--- src/rtl/pc_gen_pkg.sv ---
// Shared types and constants for the program-counter generator and its
// target calculator.
package pc_gen_pkg;

  localparam logic [31:0] RESET_PC_DEFAULT = 32'h8000_0000;
  localparam logic [31:0] SEQ_STEP         = 32'd4;

  typedef enum logic [1:0] {
    S_FETCH = 2'd0,
    S_EXEC  = 2'd1,
    S_TRAP  = 2'd2
  } pc_state_t;

  function automatic logic word_aligned(input logic [31:0] addr);
    return (addr[1:0] == 2'b00);
  endfunction

endpackage

--- src/rtl/pc_target_calc.sv ---
// Next-pc target adder: (imm or 4) + (rs1 or pc), with the JALR bit-0 clear
// applied before the 4-byte alignment check.
module pc_target_calc
  import pc_gen_pkg::*;
(
  input  logic [31:0] pc,
  input  logic [31:0] imm,
  input  logic [31:0] rs1,
  input  logic        PCAsrc,
  input  logic        PCBsrc,
  output logic [31:0] target,
  output logic        target_misaligned
);

  logic [31:0] op_a;
  logic [31:0] op_b;
  logic [31:0] sum;

  always_comb begin
    op_a = PCAsrc ? imm : SEQ_STEP;
    op_b = PCBsrc ? rs1 : pc;
    // 32-bit add; the carry out is dropped so the address wraps at 2^32.
    sum  = op_a + op_b;
    target = sum;
    if (PCBsrc) begin
      target[0] = 1'b0;
    end
    target_misaligned = !word_aligned(target);
  end

endmodule

--- src/rtl/pc_gen.sv ---
// Program-counter generator: fetch/execute/trap sequencing, pc register and
// retired-instruction counter.
//
// Handshakes: a transfer happens on a rising edge where valid and ready are
// both high; valid/ready are decoded from registered state only, so neither
// side sees a combinational path from its own inputs.
module pc_gen
  import pc_gen_pkg::*;
#(
  parameter logic [31:0] RESET_PC = RESET_PC_DEFAULT
) (
  input  logic        clk,
  input  logic        rst,
  input  logic        PCAsrc,
  input  logic        PCBsrc,
  input  logic [31:0] imm,
  input  logic [31:0] rs1,
  input  logic        commit_valid,
  output logic        commit_ready,
  output logic        fetch_valid,
  input  logic        fetch_ready,
  output logic [31:0] pc,
  output logic        misalign,
  output logic [63:0] instret,
  output pc_state_t   state_dbg
);

  pc_state_t   state;
  logic [31:0] target;
  logic        target_misaligned;
  logic        fetch_fire;
  logic        commit_fire;

  pc_target_calc u_target (
    .pc                (pc),
    .imm               (imm),
    .rs1               (rs1),
    .PCAsrc            (PCAsrc),
    .PCBsrc            (PCBsrc),
    .target            (target),
    .target_misaligned (target_misaligned)
  );

  assign fetch_valid  = (state == S_FETCH);
  assign commit_ready = (state == S_EXEC);
  assign state_dbg    = state;

  assign fetch_fire  = fetch_valid && fetch_ready;
  assign commit_fire = commit_ready && commit_valid;

  always_ff @(posedge clk or posedge rst) begin
    if (rst) begin
      state    <= S_FETCH;
      pc       <= RESET_PC;
      misalign <= 1'b0;
      instret  <= 64'd0;
    end else begin
      case (state)
        S_FETCH: begin
          if (fetch_fire) begin
            state <= S_EXEC;
          end
        end
        S_EXEC: begin
          if (commit_fire) begin
            instret <= instret + 64'd1;
            if (target_misaligned) begin
              // The faulting instruction still retires; pc keeps its address.
              misalign <= 1'b1;
              state    <= S_TRAP;
            end else begin
              pc    <= target;
              state <= S_FETCH;
            end
          end
        end
        S_TRAP: begin
          state <= S_TRAP;
        end
        default: begin
          state <= S_TRAP;
        end
      endcase
    end
  end

endmodule

--- config.mk ---
export PLATFORM = sky130hd
export DESIGN_NAME = pc_gen
export DESIGN_NICKNAME = d
export VERILOG_FILES = /design/src/rtl/pc_gen_pkg.sv /design/src/rtl/pc_target_calc.sv /design/src/rtl/pc_gen.sv
export SDC_FILE = /design/constraint.sdc
export NUM_CORES = 1
export LEC_CHECK = 0
export BUFFER_PORTS_ARGS = -buffer_cell sky130_fd_sc_hd__buf_2
export CAP_MARGIN = 25
export CORE_ASPECT_RATIO = 2
export CORE_MARGIN = 2
export CORE_UTILIZATION = 45
export CTS_CLUSTER_SIZE = 28
export DETAILED_ROUTE_END_ITERATION = 16
export PLACE_DENSITY = 0.75
export SETUP_SLACK_MARGIN = 0.4
export SYNTH_ARGS = -nofsm -noshare
export SYNTH_HDL_FRONTEND = slang
export SYNTH_HIERARCHICAL = 1
export SYNTH_SLANG_ARGS = --single-unit
--- constraint.sdc ---
create_clock -name clk -period 5 [get_ports clk]
set_input_delay 0.5 -clock clk [delete_from_list [all_inputs] [get_ports clk]]
set_output_delay 0.5 -clock clk [all_outputs]
set_load 0.01 [all_outputs]
==> reports/metrics.csv <==
stage,metric,value,unit
clock_network,cts_resized,0,
die,start_util,45.7,%
global_route,grt_pass1_wl,25.5,mm
sta,tns,0,ns
global_route,grt_max_degree,67,
yosys,syn-num-nets,749,
critical_path,crit_fanout,9,
clock_network,clk_pin_slew,0.07,ns
placement,hpwlAfterDp,11.7,mm
final_layout,antenna_cells,0,
clock_network,cts_buffers,9,
detailed_routing,vias,5519,
power_and_ir_drop,p_seq_share,38.0,%
yosys,synth_top_area_share,37.8,%
sta,finalSetupViolCount,0,
clock_network,clock-sinks,99,
critical_path,r2r_cells,10,
yosys,synth_area,0.00649,mm^2
power_and_ir_drop,static-leakage-power,4.05,nW
yosys,synth-seq-cells,99,
critical_path,crit_end,pc[23],
sta,max_slew_margin,34.8,%
detailed_routing,antenna_left,0,
critical_path,reg2reg_slack,1.59,ns
final_layout,area_growth,20.7,%
clock_network,cts_root_buffer,clkbuf_16,
critical_path,crit_arrival,3.73,ns
sta,period_needed,3.50,ns
die,num_io_pins,171,
sta,slew_viol_final,0,
placement,io_buffer_count,170,
power_and_ir_drop,combPwrFrac,37.2,%
sta,clock.fmax,286,MHz
die,die_x,88.9,um
hold_path,min_path_type,in2async,
detailed_routing,drc,0,
power_and_ir_drop,sw_frac_of_total,35.1,%
clock_network,hold_buffers,0,
yosys,synth_top_cell_by_area,dfrtp_1,
yosys,synthArstFlopShare,100,%
sta,fin_skew,0.00878,ns
clock_network,clk_path_buf_depth,2,
yosys,synth_edf_count,0,
yosys,yosys_warnings,6,
final_layout,nFillCells,1283,
critical_path,r2r-start,pc[6],
final_layout,final_util,55.2,%
power_and_ir_drop,p_switching,0.000976,W
job,drv_cap,0,
status,status,completed,
clock_network,worstSkewPairLatency,0.34,ns
detailed_routing,wl,15.6,mm
yosys,synth_area_leaders,"dfrtp_1, mux2_2, xnor2_1, ha_1, xor2_1",
yosys,synth_ff_type,dfrtp_1,
die,core,0.0142,mm^2
critical_path,worstSetupEndpointType,register,
die,die_h,174,um
final_layout,drive_gt1_share,34.0,%
final_layout,finalNetCount,916,
placement,finalWeightedCongestion,0.876,
power_and_ir_drop,irDropWorstVdd,253,uV
power_and_ir_drop,p_per_area,355,mW/mm^2
clock_network,cts_tree,done,
global_route,grt_use_total,20.4,%
power_and_ir_drop,clockPowerShare,24.7,%
clock_network,cts_setup_buffers,0,
critical_path,rr_endpoint,pc[23],
detailed_routing,via_per_inst,5.46,
die,rows,62,
critical_path,worstSetupPathType,in2reg,
yosys,yosysSeqAreaShare,38.2,%
detailed_routing,wl_per_cell,15.5,um
detailed_routing,initialDrtViolationCount,209,
die,die_area,0.0155,mm^2
critical_path,crit_path_start_kind,primary input,
critical_path,required,5.24,ns
sta,hold_violations,0,
sta,post-route-period-util,69.9,%
detailed_routing,first_pass_iters,5,
global_route,gr-total-overflow,0,
sta,tightest_slew,0.971,ns
global_route,antenna_found_initial,0,
critical_path,crit_start,PCBsrc,
global_route,grt_pass1_vias,5417,
clock_network,h-tree-depth,3,
yosys,syn-mean-instance-area,10.1,um^2
power_and_ir_drop,intPower,0.00180,W
yosys,synthDistinctLibCells,60,
sta,rsz0062_at_grt,no,
yosys,synthCells,646,
==> per-layer routing <==
metal	vias to the layer above	share of wire (%)	global-route usage, %
li1	2646	-	-
met1	2658	45	27.9
met2	200	47	32.6
met3	15	7.2	4.67
met4	0	0.93	4.98
met5	-	0	0
==> Yosys cell counts (2+ instances only) <==
cell	number
and4_1	5
a211oi_1	5
or2_2	7
and2_1	34
nor2b_1	9
xnor2_1	57
inv_1	9
nor4_1	5
mux2_2	63
nand2_1	44
dfrtp_1	98
o21ai_0	14
a2111oi_0	2
o21ai_1	3
or3_1	2
nand4_1	18
o21a_1	4
a31o_2	3
and3_1	15
nand3_1	38
nor2_1	33
clkbuf_1	14
ha_1	32
a31oi_1	4
nand2b_1	3
xor2_1	34
a21oi_1	31
o211ai_1	2
nor4_4	2
mux2i_1	2
a21o_1	12
nor3_1	14
==> power by group through the flow <==
stage               registers [W]  logic, W  clock network (W)
finish                    0.00106   0.00103           0.000687
global route              0.00108   0.00114           0.000746
detailed placement        0.00107   0.00103                  0
floorplan                 0.00111  0.000664                  0
global placement          0.00107   0.00101                  0
CTS                       0.00106   0.00103           0.000710
==> area by class of cell <==
class                      instances  area [um^2]  area share (%)
multi-input combinational        521         3910            49.9
sequential                        99         2480            31.6
timing repair buffer             173          873            11.1
tap                              192          240            3.07
clock buffer                      10          239            3.05
clock inverter                     6         58.8           0.751
inverter                           9         36.3           0.463
==> how the worst min path moves through the flow <==
stage / endpoint / slack (ns) / depth (start not counted)
2_1_floorplan: misalign / 0.49 / 1
3_3_place_gp: misalign / 0.45 / 1
3_5_place_dp: misalign / 0.44 / 1
4_1_cts: pc[23] / 0.18 / 2
5_1_grt: pc[21] / 0.21 / 2
6_report: pc[21] / 0.17 / 2
==> kinds of logic after synthesis <==
family / count (synthesis) / share of synthesized area [%]
XOR/XNOR: 91 / 12.3
flip-flops: 99 / 38.2
adder cells (fa/ha/maj): 33 / 6.48
AO/OA/AOI/OAI: 88 / 8.85
AND/OR/NAND/NOR: 244 / 21.3
multiplexers: 65 / 11.2
buffers and inverters: 26 / 1.66
==> placed cells by master (no fill, tap or decap), types with 3 or more instances in the layout <==
| master | synthesis | final |
|---|---|---|
| xnor2_1 | 57 | 57 |
| and2_1 | 34 | 34 |
| a31o_2 | 3 | 3 |
| a21o_1 | 12 | 12 |
| nand2_1 | 44 | 44 |
| clkbuf_16 | 0 | 9 |
| o21a_1 | 4 | 4 |
| nor2b_1 | 9 | 9 |
| buf_4 | 0 | 3 |
| and3_1 | 15 | 15 |
| a31oi_1 | 4 | 4 |
| o21ai_0 | 14 | 14 |
| nor3_1 | 14 | 14 |
| nand3_1 | 38 | 38 |
| ha_1 | 32 | 32 |
| xor2_1 | 34 | 34 |
| or2_2 | 7 | 7 |
| dfrtp_1 | 98 | 98 |
| and4_1 | 5 | 5 |
| nor4_1 | 5 | 5 |
| nor2_1 | 33 | 32 |
| a211oi_1 | 5 | 5 |
| o21ai_1 | 3 | 3 |
| mux2_2 | 63 | 63 |
| nand2b_1 | 3 | 3 |
| a21oi_1 | 31 | 31 |
| nand4_1 | 18 | 18 |
| inv_1 | 9 | 8 |
| buf_2 | 1 | 170 |
==> sequential cells by signal (all words and copies together), names as in the netlist <==
signal	cells
instret	64
pc	32
misalign	1
state_dbg	2
==> critical path, cell delays in order <==
cell,delay [ns]
buf_2,0.22
mux2_2,0.37
ha_1,0.37
a2111oi_0,0.50
o21ai_1,0.14
a221o_1,0.41
o311a_4,0.39
a221oi_1,0.31
o21bai_1,0.12
xor2_1,0.14
mux2_2,0.26
==> per-stage QoR <==
stage | std cells | area, um^2 | power (W) | setup slack [ns] | hold slack [ns]
2_1_floorplan | 646 | 6490 | 0.00177 | 1.13 | 0.493
3_3_place_gp | 994 | 7540 | 0.00208 | 1.27 | 0.447
3_5_place_dp | 994 | 7540 | 0.00210 | 1.22 | 0.444
4_1_cts | 1010 | 7840 | 0.00280 | 1.57 | 0.183
5_1_grt | 1010 | 7840 | 0.00297 | 1.40 | 0.209
6_report | 1010 | 7840 | 0.00278 | 1.50 | 0.172
(Power assumes the default switching activity.)
